--- src/rtl/mem_wb_stage.sv ---
// mem_wb_stage: memory-writeback pipeline stage.
//
// Completes the data-cache handshake for loads and stores and holds upstream
// stages until the cache responds. Load data is aligned and extended here.
// The MEM/WB state is registered and drives the register-file write port,
// the forwarding path and a retired-instruction counter.
//
// Optional build macro: WB_TIMEOUT_EN. When defined, a watchdog counts the
// cycles spent in WAIT and sets a sticky timeout_err once MAX_WAIT is reached.
// The FSM keeps waiting after the watchdog fires. When it is undefined,
// timeout_err is tied to 0.
//
// Ports:
//   clk, rst             clock; synchronous active-high reset
//   in_valid             MEM-stage instruction valid
//   in_opcode/funct3/rd  instruction fields
//   in_alu_out           effective address / ALU result
//   in_rmask/in_wmask    byte masks (nonzero = load / store access)
//   in_result            writeback value for non-load instructions
//   data_mem_*           cache handshake (read/write strobes, rdata, resp)
//   stall_req            hold all upstream stages
//   fwd_*                forwarding source (mirrors registered write port)
//   wb_valid             instruction retired this cycle
//   regfile_*            register-file write port
//   instret              retired-instruction count
//   timeout_err          sticky watchdog flag
module mem_wb_stage #(
  parameter int unsigned MAX_WAIT = 255,
  parameter int unsigned CNT_W    = 64
) (
  input  logic             clk,
  input  logic             rst,
  input  logic             in_valid,
  input  logic [6:0]       in_opcode,
  input  logic [2:0]       in_funct3,
  input  logic [4:0]       in_rd,
  input  logic [31:0]      in_alu_out,
  input  logic [3:0]       in_rmask,
  input  logic [3:0]       in_wmask,
  input  logic [31:0]      in_result,
  input  logic [31:0]      data_mem_rdata,
  input  logic             data_mem_resp,
  output logic             data_mem_read,
  output logic             data_mem_write,
  output logic             stall_req,
  output logic             fwd_valid,
  output logic [4:0]       fwd_rd,
  output logic [31:0]      fwd_data,
  output logic             wb_valid,
  output logic             regfile_we,
  output logic [4:0]       regfile_rd,
  output logic [31:0]      regfile_wdata,
  output logic [CNT_W-1:0] instret,
  output logic             timeout_err
);

  localparam logic [6:0] OpLoad   = 7'b0000011;
  localparam logic [6:0] OpStore  = 7'b0100011;
  localparam logic [6:0] OpBranch = 7'b1100011;

  typedef enum logic [0:0] {StIdle, StWait} state_e;

  state_e state_q, state_d;

  logic has_rd, has_wr, mem_op;
  logic is_load, is_store, is_branch;
  logic complete;

  assign has_rd    = in_rmask != 4'b0000;
  assign has_wr    = in_wmask != 4'b0000;
  assign mem_op    = in_valid & (has_rd | has_wr);
  assign is_load   = in_opcode == OpLoad;
  assign is_store  = in_opcode == OpStore;
  assign is_branch = in_opcode == OpBranch;

  // Non-memory instructions retire immediately; memory ones on the response.
  assign complete = in_valid & (~mem_op | data_mem_resp);

  // ---------------------------------------------------------------------------
  // FSM: state register
  // ---------------------------------------------------------------------------
  always_ff @(posedge clk) begin
    if (rst) begin
      state_q <= StIdle;
    end else begin
      state_q <= state_d;
    end
  end

  // FSM: next state
  always_comb begin
    state_d = state_q;
    unique case (state_q)
      StIdle: if (mem_op && !data_mem_resp) state_d = StWait;
      StWait: if (data_mem_resp)            state_d = StIdle;
      default:                              state_d = StIdle;
    endcase
  end

  // FSM: outputs. Strobes and stall are identical in both states; the state
  // only tracks an outstanding access (used by the watchdog).
  always_comb begin
    data_mem_read  = mem_op & has_rd;
    data_mem_write = mem_op & has_wr;
    stall_req      = mem_op & ~data_mem_resp;
  end

  // ---------------------------------------------------------------------------
  // Load alignment and extension
  // ---------------------------------------------------------------------------
  logic [1:0]  off;
  logic [15:0] half_sel;
  logic [7:0]  byte_sel;
  logic [31:0] load_data;

  assign off = in_alu_out[1:0];

  always_comb begin
    // off[0] is ignored for halfwords (misaligned halves are not supported).
    half_sel = off[1] ? data_mem_rdata[31:16] : data_mem_rdata[15:0];
    byte_sel = 8'h00;
    unique case (off)
      2'd0: byte_sel = data_mem_rdata[7:0];
      2'd1: byte_sel = data_mem_rdata[15:8];
      2'd2: byte_sel = data_mem_rdata[23:16];
      2'd3: byte_sel = data_mem_rdata[31:24];
      default: byte_sel = 8'h00;
    endcase
  end

  always_comb begin
    load_data = 32'h0;
    case (in_funct3)
      3'b000:  load_data = {{24{byte_sel[7]}}, byte_sel};
      3'b001:  load_data = {{16{half_sel[15]}}, half_sel};
      3'b010:  load_data = data_mem_rdata;
      3'b100:  load_data = {24'h0, byte_sel};
      3'b101:  load_data = {16'h0, half_sel};
      default: load_data = 32'h0;
    endcase
  end

  // ---------------------------------------------------------------------------
  // MEM/WB registers
  // ---------------------------------------------------------------------------
  logic             wb_valid_q, regfile_we_q;
  logic [4:0]       regfile_rd_q;
  logic [31:0]      regfile_wdata_q;
  logic [CNT_W-1:0] instret_q;
  logic             we_d;

  assign we_d = ~is_store & ~is_branch & (in_rd != 5'd0);

  always_ff @(posedge clk) begin
    if (rst) begin
      wb_valid_q      <= 1'b0;
      regfile_we_q    <= 1'b0;
      regfile_rd_q    <= 5'd0;
      regfile_wdata_q <= 32'h0;
    end else if (complete) begin
      wb_valid_q      <= 1'b1;
      regfile_we_q    <= we_d;
      regfile_rd_q    <= in_rd;
      regfile_wdata_q <= is_load ? load_data : in_result;
    end else begin
      // Index and data hold so forwarding consumers see stable values.
      wb_valid_q      <= 1'b0;
      regfile_we_q    <= 1'b0;
    end
  end

  always_ff @(posedge clk) begin
    if (rst) begin
      instret_q <= '0;
    end else if (wb_valid_q) begin
      instret_q <= instret_q + 1'b1;
    end
  end

  assign wb_valid      = wb_valid_q;
  assign regfile_we    = regfile_we_q;
  assign regfile_rd    = regfile_rd_q;
  assign regfile_wdata = regfile_wdata_q;
  assign instret       = instret_q;

  assign fwd_valid = regfile_we_q;
  assign fwd_rd    = regfile_rd_q;
  assign fwd_data  = regfile_wdata_q;

  // ---------------------------------------------------------------------------
  // Optional watchdog
  // ---------------------------------------------------------------------------
`ifdef WB_TIMEOUT_EN
  localparam int unsigned WaitW =
      ($clog2(MAX_WAIT + 1) > 8) ? $clog2(MAX_WAIT + 1) : 8;

  logic [WaitW-1:0] wait_cnt_q, wait_cnt_inc;
  logic             timeout_q;

  // Saturate so a long wait never wraps back below the limit.
  assign wait_cnt_inc = (&wait_cnt_q) ? wait_cnt_q : wait_cnt_q + 1'b1;

  always_ff @(posedge clk) begin
    if (rst) begin
      wait_cnt_q <= '0;
      timeout_q  <= 1'b0;
    end else begin
      if (state_q == StIdle && state_d == StWait) begin
        wait_cnt_q <= '0;
      end else if (state_q == StWait) begin
        wait_cnt_q <= wait_cnt_inc;
        // Flag on the edge that ends the MAX_WAIT-th WAIT cycle.
        if (WaitW'(MAX_WAIT) <= wait_cnt_inc) timeout_q <= 1'b1;
      end
    end
  end

  assign timeout_err = timeout_q;
`else
  assign timeout_err = 1'b0;

  logic unused_max_wait;
  assign unused_max_wait = ^MAX_WAIT;
`endif

  logic unused_addr_hi;
  assign unused_addr_hi = ^in_alu_out[31:2];

endmodule

--- config.mk ---
export PLATFORM = sky130hd
export DESIGN_NAME = mem_wb_stage
export DESIGN_NICKNAME = d
export VERILOG_FILES = /design/src/rtl/mem_wb_stage.sv
export SDC_FILE = /design/constraint.sdc
export NUM_CORES = 1
export LEC_CHECK = 0
export CAP_MARGIN = 15
export CORE_MARGIN = 4
export CORE_UTILIZATION = 40
export CTS_BUF_LIST = sky130_fd_sc_hd__clkbuf_8
export CTS_CLUSTER_SIZE = 14
export DETAILED_ROUTE_END_ITERATION = 7
export DONT_BUFFER_PORTS = 1
export MAX_ROUTING_LAYER = met4
export PLACE_DENSITY = 0.51
export SLEW_MARGIN = 20
export SYNTH_ARGS = -nofsm -noshare
export SYNTH_HDL_FRONTEND = slang
export SYNTH_SLANG_ARGS = --single-unit
--- constraint.sdc ---
create_clock -name clk -period 2.9 [get_ports clk]
set_clock_uncertainty 0.15 [all_clocks]
set_input_delay 0.29 -clock clk [delete_from_list [all_inputs] [get_ports clk]]
set_output_delay 0.29 -clock clk [all_outputs]
set_load 0.01 [all_outputs]
==> metrics.log, run 1 <==
INFO  metric outcome = completed
INFO  metric layoutNonFillerInstCount = 886
INFO  metric timing.critical_path.fanout_max = 9
INFO  metric post_synth_mux_area_share = 0.03368
INFO  metric final_hold_viols = 0
INFO  metric drc_errors = 0
INFO  metric worst_setup_path_end_kind = register
INFO  metric first_pass_grt_wire_length = 27890 um
INFO  metric antennaDiodeCount = 0
INFO  metric max_slew.worst_pin.slew = 695.7 ps
INFO  metric cts_setup_buffers = 0
INFO  metric most-common-layout-cells = dfxtp_1, nor2_1, nand2_1
INFO  metric longest_clk_path_bufs = 2
INFO  metric layout_commonest_cell = dfxtp_1
INFO  metric power.combinational.fraction = 0.091
INFO  metric gp_congestion = 0.9572
INFO  metric cts_tree = yes
INFO  metric setup-tns-final = 0 ps
INFO  metric max-vdd-ir-drop = 0.0002044 V
INFO  metric dominantRegCellSynth = dfxtp_1
INFO  metric post_synth_fa_ha_maj_area_fraction = 0.002187
INFO  metric rsz0062_at_grt = false
INFO  metric period_minus_slack = 2549 ps
INFO  metric synthesis.instances = 711
INFO  metric worst_skew_pair.late_latency = between 300 and 400 ps
INFO  metric drv_cap = 0
INFO  metric area_used_by_multi_input_combinational_logic = around 3200 sq um
INFO  metric post-synth-top-area-cell = dfxtp_1
INFO  metric ctsRootBufferMaster = clkbuf_8
INFO  metric core.rowCount = 43
INFO  metric timing.critical_path.required = 3060 ps
INFO  metric final-max-slew-violation-count = 0
INFO  metric yosys_register_bits = 103
INFO  metric die_h = 127.6 um
INFO  metric placeableCoreArea = roughly 14000 sq um
INFO  metric syn-num-nets = 835
INFO  metric drive_above_1_share = 0.09065
INFO  metric die-width = 127.6 um
INFO  metric cp-startpoint = instret[10]
INFO  metric area_fraction_in_and_or_nand_and_nor_cells_after_synthesis = 0.3081
INFO  metric ff_latch_area = about 2100 sq um
INFO  metric hold_path.class = in2reg
INFO  metric p_switching = 0.7157 mW
INFO  metric drt-pass1-iter-count = 4
INFO  metric synth_warnings = 0
INFO  metric grt_start_max_net_pins = 104
INFO  metric place_hpwl = 13090 um
INFO  metric synth_top_family_by_area = simple AND/OR/NAND/NOR gates
INFO  metric areaGrowthSynthToFinish = 8.331%
INFO  metric power.density_cell_area = around 420 nW/um^2
INFO  metric synth_enable_flop_cells = 0
INFO  metric floorplan.initialDensity = 0.4106
INFO  metric clk_transition_reported_paths = 100 ps
INFO  metric internal_power = 1.895 mW
INFO  metric synth.cell_area = between 5000 and 6000 sq um
INFO  metric rrSetupSlack = 350 ps
INFO  metric total_via_count_in_the_routed_design = 5351
INFO  metric postSynth.asyncResetShare = 0
INFO  metric startpoint_of_the_worst_slack_reg_to_reg_timing_path = instret[10]
INFO  metric clock_power_share = 0.327
INFO  metric cp-start-kind = register
INFO  metric crit_type = reg2reg
INFO  metric die-area = 16280 sq um
INFO  metric switching_share = 0.2741
INFO  metric power.leakage = between 2 and 2.5 nW
INFO  metric worst_r2r_path_depth = 5
INFO  metric synth.yosys.seq_area_share = 0.3604
INFO  metric grt_antenna_before_repair = 0
INFO  metric io_pins = 268
INFO  metric netlist_top_cells_area = dfxtp_1, buf_4, nor2_1, nand2_1, nand4_1
INFO  metric wirelength = 17730 um
INFO  metric critical_path_arrival = 2710 ps
INFO  metric grt_overflow_total = 0
INFO  metric grt_util_all_layers = 0.2195
INFO  metric synth_area_per_cell = 8.047 sq um
INFO  metric worstHoldStart = in_result[13]
INFO  metric count_of_h_tree_levels_built_during_cts = 3
INFO  metric viasPerCell = just over 6
INFO  metric compound_gate_portion_of_the_synthesized_area = 0.1546
INFO  metric r2r-end = instret[39]
INFO  metric min_delay_worst_endpoint = fwd_data[13]
INFO  metric tritoncts_num_sinks = 103
INFO  metric synth_xor_area_frac = 0.05204
INFO  metric port-buffer-count = 0
INFO  metric placed_cells_incl_taps = around 830
INFO  metric nFillCells = between 1000 and 1500
INFO  metric final_min_period_over_clock_period = 0.8790
INFO  metric antenna_violating_nets_post_route = 0
INFO  metric finalSetupViolCount = 0
INFO  metric timing.slew.headroom = 0.5297
INFO  metric numCtsBuffers = 9
INFO  metric register_share_of_total_power = 0.582
INFO  metric first_global_vias = 5174
INFO  metric drt_iter0_markers = 314
INFO  metric netlist.area_leader.share = 0.3604
INFO  metric design.final.nets = 825
INFO  metric whs_path_depth = 2
INFO  metric synth_cell_type_count = 55
INFO  metric fmaxAchievable = 392.3 MHz
INFO  metric routed_wirelength_normalized_by_instance_count = 20.02 um
==> power groups by stage <==
stage | Clock, mW | Sequential [mW] | Combinational (mW)
after global routing | 0.952 | 1.53 | 0.264
after floorplan | 0 | 1.52 | 0.230
after CTS | 0.892 | 1.52 | 0.236
after detailed placement | 0 | 1.55 | 0.170
after global placement | 0 | 1.55 | 0.168
final | 0.853 | 1.52 | 0.238
==> worst max-delay path, cell delays in order (launching register included) <==
cell	delay, ps
dfxtp_1	570
nand4_1	250
nor3_2	470
nand4_2	350
or4_1	550
a21oi_1	140
==> cell usage after synthesis (2+ instances only) <==
cell	instances
inv_1	7
o22ai_1	7
nor2b_1	4
nand4b_1	3
nand3b_1	3
nor2_1	80
a211oi_1	23
nor3b_1	2
a21oi_1	33
a221oi_1	16
and2_1	5
mux2i_1	8
mux2_2	8
xor2_1	22
nand4_4	2
o31ai_1	11
nand2_1	63
xnor2_1	12
buf_4	41
and3_1	6
o21ba_2	2
and4_2	4
o2bb2ai_1	7
nand3_1	39
or4_1	10
nor3_2	2
nand4_1	34
and4_1	6
buf_2	3
nor4_1	8
o21ai_0	23
nand2b_1	3
nor3_1	36
clkbuf_1	33
a31oi_1	9
dfxtp_1	103
or3_1	15
==> state kept, by name, summed over array words and instances (netlist names) <==
name       count
instret       64
fwd_data      32
fwd_rd         5
fwd_valid      1
wb_valid       1
==> how the worst max path moves through the flow <==
stage,endpoint,cells past startpoint
2_1_floorplan,instret[54],6
3_3_place_gp,instret[39],5
3_5_place_dp,instret[39],5
4_1_cts,instret[39],5
5_1_grt,instret[39],5
6_report,instret[39],5
==> cell families (layout without fill, tap and decap cells) <==
| group | after synthesis | in the layout |
|---|---|---|
| muxes | 17 | 17 |
| xor gates and xnor gates | 34 | 34 |
| adders and majority gates | 1 | 1 |
| and+or+nand+nor | 333 | 333 |
| DFF | 103 | 103 |
| buffers and inverters | 88 | 83 |
| AOI/OAI and AO/OA | 134 | 134 |
| other | 1 | 1 |
==> per-layer routing <==
metal  up-vias  GRT usage  share of wire
met3        26    0.08737          0.092
li1       2563          -              -
met1      2564     0.2376           0.38
met5         -          -              0
met2       198     0.3710           0.50
met4         0    0.06742          0.023
==> metrics by stage <==
stage	worst slack, ps	util	cell area, sq um	hold slack, ps	total power, mW
2_1_floorplan	709.9	-	5722	276.0	1.752
3_3_place_gp	424.5	0.4052	5647	217.2	1.721
3_5_place_dp	385.3	0.4052	5647	219.2	1.725
4_1_cts	349.3	0.4441	6188	0.8264	2.650
5_1_grt	143.1	0.4448	6198	8.172	2.744
6_report	351.0	0.4448	6198	23.39	2.611
==> final cells by class <==
type / count / share of cell area
Clock buffer: 10 / 0.02220
Timing Repair Buffer: 59 / 0.08882
Sequential cell: 103 / 0.3327
Clock inverter: 6 / 0.005854
Multi-Input combinational cell: 520 / 0.5093
Inverter: 8 / 0.004845
Tap cell: 180 / 0.03633
==> timing repair <==
| action | in CTS | in global routing |
|---|---|---|
| hold buffers | 35 | 1 |
| endpoints found under the hold margin | 103 | 1 |
| gates resized for setup | 0 | 0 |
Power figures use the tool's default switching activity.
==> inputs of run 2 (changes only) <==
--- a/config.mk
+++ b/config.mk
@@ -6,7 +6,6 @@
 export NUM_CORES = 1
 export LEC_CHECK = 0
 export CAP_MARGIN = 15
-export CORE_MARGIN = 4
 export CORE_UTILIZATION = 40
 export CTS_BUF_LIST = sky130_fd_sc_hd__clkbuf_8
 export CTS_CLUSTER_SIZE = 14
==> run 2 against run 1 <==
Against the previous run:
- via count is 0.65% lower
- utilization down 0.17 points
- sequential share of layout area rose by 0.13 points
- count of clock-buffer cells in the layout increased by 1
- final cell count is 0.68% lower
- fmax down 1.1%
- first-iteration DRC count down 3.5%
- combinational power decreased by 2%
- worst hold slack about the same
- sequential power barely moved
- critical endpoint unchanged
==> metrics.log, run 2 (synthesized netlist as in run 1, its figures left out) <==
INFO  metric overall_power_after_layout = 2.682 mW (+2.7%)
INFO  metric first_global_vias = 4936 (-4.6%)
INFO  metric power.leakage = 2.047 nW (-0.68%)
INFO  metric worst_path_largest_cell_delay = 550 ps (-20 ps)
INFO  metric final_hold_viols = 0 (unchanged)
INFO  metric finalSetupViolCount = 0 (unchanged)
INFO  metric pre_cts_ws = 375.6 ps (-9.751 ps)
INFO  metric crit_buf_inv = 0 (unchanged)
INFO  metric drt_iter0_markers = 303 (-3.5%)
INFO  metric flip_flop_count_of_the_largest_register_after_layout = 64 (unchanged)
INFO  metric gp_congestion = 0.8889 (-7.1%)
INFO  metric port-buffer-count = 0 (unchanged)
INFO  metric first_pass_grt_wire_length = 26170 um (-6.2%)
INFO  metric viasPerCell = 6.041 (about the same)
INFO  metric tritoncts_num_sinks = 103 (unchanged)
INFO  metric timing.critical_path.fanout_max = 9 (unchanged)
INFO  metric placeableCoreArea = 13930 sq um (unchanged)
INFO  metric antennaDiodeCount = 0 (unchanged)
INFO  metric max_slew.worst_pin.slew = 1038 ps (+342.3 ps)
INFO  metric cp-startpoint = instret[10]
INFO  metric timing.final.ws_setup = 321.7 ps (-29.23 ps)
INFO  metric crit_type = reg2reg
INFO  metric timing.critical_path.required = 3060 ps (about the same)
INFO  metric layout_commonest_cell = dfxtp_1
INFO  metric die-width = 121.6 um (-4.7%)
INFO  metric nFillCells = 1403 (-2.4%)
INFO  metric clk_transition_reported_paths = 100 ps (about the same)
INFO  metric worstHoldStart = in_result[12]
INFO  metric hold_path.class = in2reg
INFO  metric core.rowCount = 43 (unchanged)
INFO  metric most-common-layout-cells = dfxtp_1, nor2_1, nand2_1
INFO  metric routed_wirelength_normalized_by_instance_count = 19.52 um (-2.5%)
INFO  metric grt_antenna_before_repair = 0 (unchanged)
INFO  metric grt_util_all_layers = 0.2347 (+0.01519)
INFO  metric postPlaceCellArea = 5639 sq um (-0.13%)
INFO  metric max-vdd-ir-drop = 0.0002320 V (+14%)
INFO  metric longest_clk_path_bufs = 2 (unchanged)
INFO  metric worst_skew_pair.late_latency = 380 ps (about the same)
INFO  metric final-max-slew-violation-count = 0 (unchanged)
INFO  metric count_of_h_tree_levels_built_during_cts = 3 (unchanged)
INFO  metric fmaxAchievable = 387.9 MHz (-1.1%)
INFO  metric ctsRootBufferMaster = clkbuf_8
INFO  metric area_used_by_multi_input_combinational_logic = 3157 sq um (unchanged)
INFO  metric areaGrowthSynthToFinish = 7.916%
INFO  metric startpoint_of_the_worst_slack_reg_to_reg_timing_path = instret[10]
INFO  metric wirelength = 17170 um (-3.2%)
INFO  metric ff_latch_area = 2062 sq um (unchanged)
INFO  metric antenna_violating_nets_post_route = 0 (unchanged)
INFO  metric final_min_period_over_clock_period = 0.8891 (+0.01008)
INFO  metric period_minus_slack = 2578 ps (+29.23 ps)
INFO  metric die-area = 14790 sq um (-9.2%)
INFO  metric drt-pass1-iter-count = 5 (+1)
INFO  metric path_delay_family = simple AND/OR/NAND/NOR gates
INFO  metric worst_setup_path_end_kind = register
INFO  metric outcome = completed
INFO  metric cts_tree = yes
INFO  metric critical_path_arrival = 2740 ps (+30 ps)
INFO  metric setup-tns-final = 0 ps (unchanged)
INFO  metric rsz0062_at_grt = false
INFO  metric numCtsBuffers = 9 (unchanged)
INFO  metric cts_resized = 0 (unchanged)
INFO  metric power.density_cell_area = 434.4 nW/um^2 (+3.1%)
INFO  metric grt_start_max_net_pins = 104 (unchanged)
INFO  metric drv_cap = 0 (unchanged)
INFO  metric drc_errors = 0 (unchanged)
INFO  metric io_pins = 268 (unchanged)
INFO  metric place_hpwl = 12470 um (-4.8%)
INFO  metric finish.instance_area = 6175 sq um (-0.38%)
INFO  metric path_cells = nand4_1, nor3_2, nand4_2, or4_1, a21oi_1
INFO  metric floorplan.initialDensity = 0.4106 (unchanged)
INFO  metric timing.slew.headroom = 0.3066 (-0.2231)
INFO  metric hold_slack = 23.39 ps (+0.0007000 ps)
INFO  metric total_via_count_in_the_routed_design = 5316 (-0.65%)
INFO  metric grt_overflow_total = 0 (unchanged)
INFO  metric design.final.nets = 820 (-0.61%)
INFO  metric drive_above_1_share = 0.08857 (-0.002080)
INFO  metric cp-start-kind = register
INFO  metric die_h = 121.6 um (-4.7%)
INFO  metric cp_slowest_cell = dfxtp_1
[run 2: cell types whose count changed in the layout (fill, tap and decap cells not counted)]
cell           before  now
clkbuf_8           10   11
clkinv_4            1    0
inv_6               1    0
bufinv_16           0    1
buf_4              23   22
dlygate4sd3_1      35   31
clkinvlp_4          0    1
clkinv_2            3    1
[run 2: timing repair]
item / 4_1_cts / 5_1_grt
endpoints found under the hold margin: 103 / 0
hold buffers: 32 / 0
setup buffers: 0 / 0
[run 2: worst reg2reg max path, stage by stage (launching register included)]
cell,delay [ps]
dfxtp_1,550
nand4_1,260
nor3_2,480
nand4_2,370
or4_1,560
a21oi_1,150
[run 2: path summary, 6_finish.rpt]
path | endpoint | slack [ps] | depth (start not counted)
max | instret[39] | 320 | 5
min | fwd_data[12] | 20 | 2
max reg2reg | instret[39] | 320 | 5
min reg2reg | instret[41] | 400 | 2
[run 2: metrics by stage]
step / util / instances
6_report: 0.4431 / 880
5_1_grt: 0.4431 / 880
4_1_cts: 0.4431 / 880
3_5_place_dp: 0.4047 / 833
3_3_place_gp: 0.4047 / 833
2_1_floorplan: - / 711
[run 2: per-layer routing]
metal,track usage,vias up,share of wire
li1,-,2540,-
met1,0.2530,2557,0.39
met2,0.3938,190,0.50
met3,0.08287,29,0.079
met4,0.09028,0,0.028
met5,-,-,0
[run 2: final cells by class]
type,instances,share of cell area
sequential,103,0.3339
multi-input combinational,520,0.5112
timing repair buffer,54,0.08146
clock buffer,11,0.02452
inverter,8,0.004863
clock inverter,4,0.007497
tap,180,0.03647
[run 2: power by group]
group / internal, mW / leakage (nW) / switching, mW / total (mW)
Sequential: 1.45 / 0.837 / 0.0697 / 1.52
Combinational: 0.108 / 1.11 / 0.125 / 0.233
Clock: 0.438 / 0.103 / 0.493 / 0.931
Total: 1.99 / 2.05 / 0.688 / 2.68
==> inputs of run 3 (changes only) <==
--- a/config.mk
+++ b/config.mk
@@ -6,8 +6,8 @@
 export NUM_CORES = 1
 export LEC_CHECK = 0
 export CAP_MARGIN = 15
+export CORE_MARGIN = 3
 export CORE_UTILIZATION = 40
-export CTS_BUF_LIST = sky130_fd_sc_hd__clkbuf_8
 export CTS_CLUSTER_SIZE = 14
 export DETAILED_ROUTE_END_ITERATION = 7
 export DONT_BUFFER_PORTS = 1
==> constraint.sdc (replaced) <==
create_clock -name clk -period 3.1 [get_ports clk]
set_clock_uncertainty 0.15 [all_clocks]
set_input_delay 0.31 -clock clk [delete_from_list [all_inputs] [get_ports clk]]
set_output_delay 0.31 -clock clk [all_outputs]
set_load 0.01 [all_outputs]
==> run 3 against run 2 <==
Against the previous run:
- worst setup slack better by 120 ps
- worst hold slack worse by 5.9 ps
- wire length is 2.0% higher
- final cell count shrank 3.5%
- register-to-register slack better by 120 ps
- count of clock-buffer cells in the layout grew 1
- fmax down 3.0%
- non-clock buffer count fell by 31
- first-iteration DRC count decreased by 30%
- global-route usage is 1.4 points lower
- die area up 6.7%
- largest power group unchanged
==> metrics.log, run 3 (synthesized netlist as in run 1, its figures left out) <==
INFO  metric outcome = completed
INFO  metric ctsRootBufferMaster = clkbuf_16
INFO  metric drt_iter0_markers = 211 (-30%)
INFO  metric postPlaceCellArea = 5594 sq um (-0.80%)
INFO  metric port-buffer-count = 0 (unchanged)
INFO  metric cts_setup_buffers = 0 (unchanged)
INFO  metric first_pass_grt_wire_length = 27320 um (+4.4%)
INFO  metric grt_antenna_before_repair = 0 (unchanged)
INFO  metric io_pins = 268 (unchanged)
INFO  metric grt_overflow_total = 0 (unchanged)
INFO  metric clk_transition_reported_paths = 70 ps (-30 ps)
INFO  metric crit_type = reg2reg
INFO  metric antennaDiodeCount = 0 (unchanged)
INFO  metric worst_skew_pair.late_latency = 350 ps (-30 ps)
INFO  metric drive_above_1_share = 0.08520 (-0.003370)
INFO  metric fin_util = 0.4315 (-0.01158)
INFO  metric drt-pass1-iter-count = 5 (unchanged)
INFO  metric finalSetupViolCount = 0 (unchanged)
INFO  metric pre_cts_ws = 425.9 ps (+50.28 ps)
INFO  metric drc_errors = 0 (unchanged)
INFO  metric finish.instance_area = 6013 sq um (-2.6%)
INFO  metric design.final.nets = 789 (-3.8%)
INFO  metric final_hold_viols = 0 (unchanged)
INFO  metric timing.critical_path.fanout_max = 14 (+5)
INFO  metric final-max-slew-violation-count = 0 (unchanged)
INFO  metric timing.critical_path.required = 3230 ps (+170 ps)
INFO  metric power.leakage = 1.974 nW (-3.6%)
INFO  metric place_hpwl = 12910 um (+3.5%)
INFO  metric cts_resized = 0 (unchanged)
INFO  metric floorplan.initialDensity = 0.4106 (unchanged)
INFO  metric placeableCoreArea = 13930 sq um (unchanged)
INFO  metric die_h = 125.6 um (+3.3%)
INFO  metric flip_flop_count_of_the_largest_register_after_layout = 64 (unchanged)
INFO  metric most-common-layout-cells = dfxtp_1, nor2_1, nand2_1
INFO  metric rsz0062_at_grt = false
INFO  metric cp-start-kind = register
INFO  metric viasPerCell = 6.077 (+0.59%)
INFO  metric critical_path_arrival = 2790 ps (+50 ps)
INFO  metric die-area = 15780 sq um (+6.7%)
INFO  metric max_slew.worst_pin.slew = 670.2 ps (-367.8 ps)
INFO  metric numCtsBuffers = 9 (unchanged)
INFO  metric total_via_count_in_the_routed_design = 5159 (-3.0%)
INFO  metric period_minus_slack = 2657 ps (+78.47 ps)
INFO  metric power.density_cell_area = 479.9 nW/um^2 (+10%)
INFO  metric count_of_h_tree_levels_built_during_cts = 3 (unchanged)
INFO  metric final_min_period_over_clock_period = 0.8570 (-0.03205)
INFO  metric layout_commonest_cell = dfxtp_1
INFO  metric core.rowCount = 43 (unchanged)
INFO  metric setup-tns-final = 0 ps (unchanged)
INFO  metric max-vdd-ir-drop = 0.0002445 V (+5.4%)
INFO  metric drv_cap = 0 (unchanged)
INFO  metric hold_path.class = in2reg
INFO  metric timing.final.ws_setup = 443.3 ps (+121.5 ps)
INFO  metric antenna_violating_nets_post_route = 0 (unchanged)
INFO  metric wirelength = 17510 um (+2.0%)
INFO  metric worst_setup_path_end_kind = register
INFO  metric fmaxAchievable = 376.4 MHz (-3.0%)
INFO  metric first_global_vias = 4987 (+1.0%)
INFO  metric tritoncts_num_sinks = 103 (unchanged)
INFO  metric timing.slew.headroom = 0.5522 (+0.2456)
INFO  metric die-width = 125.6 um (+3.3%)
INFO  metric areaGrowthSynthToFinish = 5.095%
INFO  metric grt_start_max_net_pins = 104 (unchanged)
INFO  metric cts_tree = yes
INFO  metric longest_clk_path_bufs = 2 (unchanged)
INFO  metric routed_wirelength_normalized_by_instance_count = 20.63 um (+5.7%)
INFO  metric grt_util_all_layers = 0.2206 (-0.01403)
INFO  metric gp_congestion = 0.8615 (-3.1%)
run 3: metal layers:
layer	vias up	track usage	wire, um
li1	2487	-	-
met1	2454	0.2358	6652
met4	0	0.07781	408
met3	24	0.09227	1777
met2	194	0.3675	8675
met5	-	-	0
run 3: through the flow:
step / total power, mW / std cells / hold slack [ps]
floorplan: 1.639 / 711 / 296.0
global placement: 1.609 / 827 / 238.1
detailed placement: 1.613 / 827 / 238.8
CTS: 2.930 / 849 / 5.394
global route: 2.992 / 849 / 20.53
finish: 2.886 / 849 / 17.52
run 3: what timing repair did:
item,4_1_cts,5_1_grt
hold buffers,7,0
endpoints found under the hold margin,103,0
endpoints found under the setup margin,0,0
run 3: layout make-up:
cell class	instances	area, sq um
timing repair buffer	23	207.7
tap	180	225.2
clock inverter	3	65.06
inverter	8	30.03
fill	1439	7921
multi-input combinational	520	3157
clock buffer	12	266.5
sequential	103	2062
run 3: path summary, 6_finish.rpt:
| check | from | end | slack [ps] | cells past startpoint |
|---|---|---|---|---|
| worst max-delay path | instret[2] | instret[37] | 440 | 5 |
| worst min register to register | instret[63] | instret[63] | 400 | 2 |
| worst max register to register | instret[2] | instret[37] | 440 | 5 |
| worst min-delay path | in_result[29] | fwd_data[29] | 20 | 2 |
run 3: report_power, final:
part / leakage, nW / internal (mW) / switching, mW
clock: 0.165 / 0.769 / 0.506
combinational: 0.973 / 0.0799 / 0.109
sequential: 0.837 / 1.36 / 0.0660
total: 1.97 / 2.20 / 0.681
run 3: worst max-delay path, stage by stage, from the launching register on:
cell and delay, ps:
dfxtp_1 480, nand4_1 230, nor4_2 490, nand3_1 470, or4_1 640, a21oi_1 140
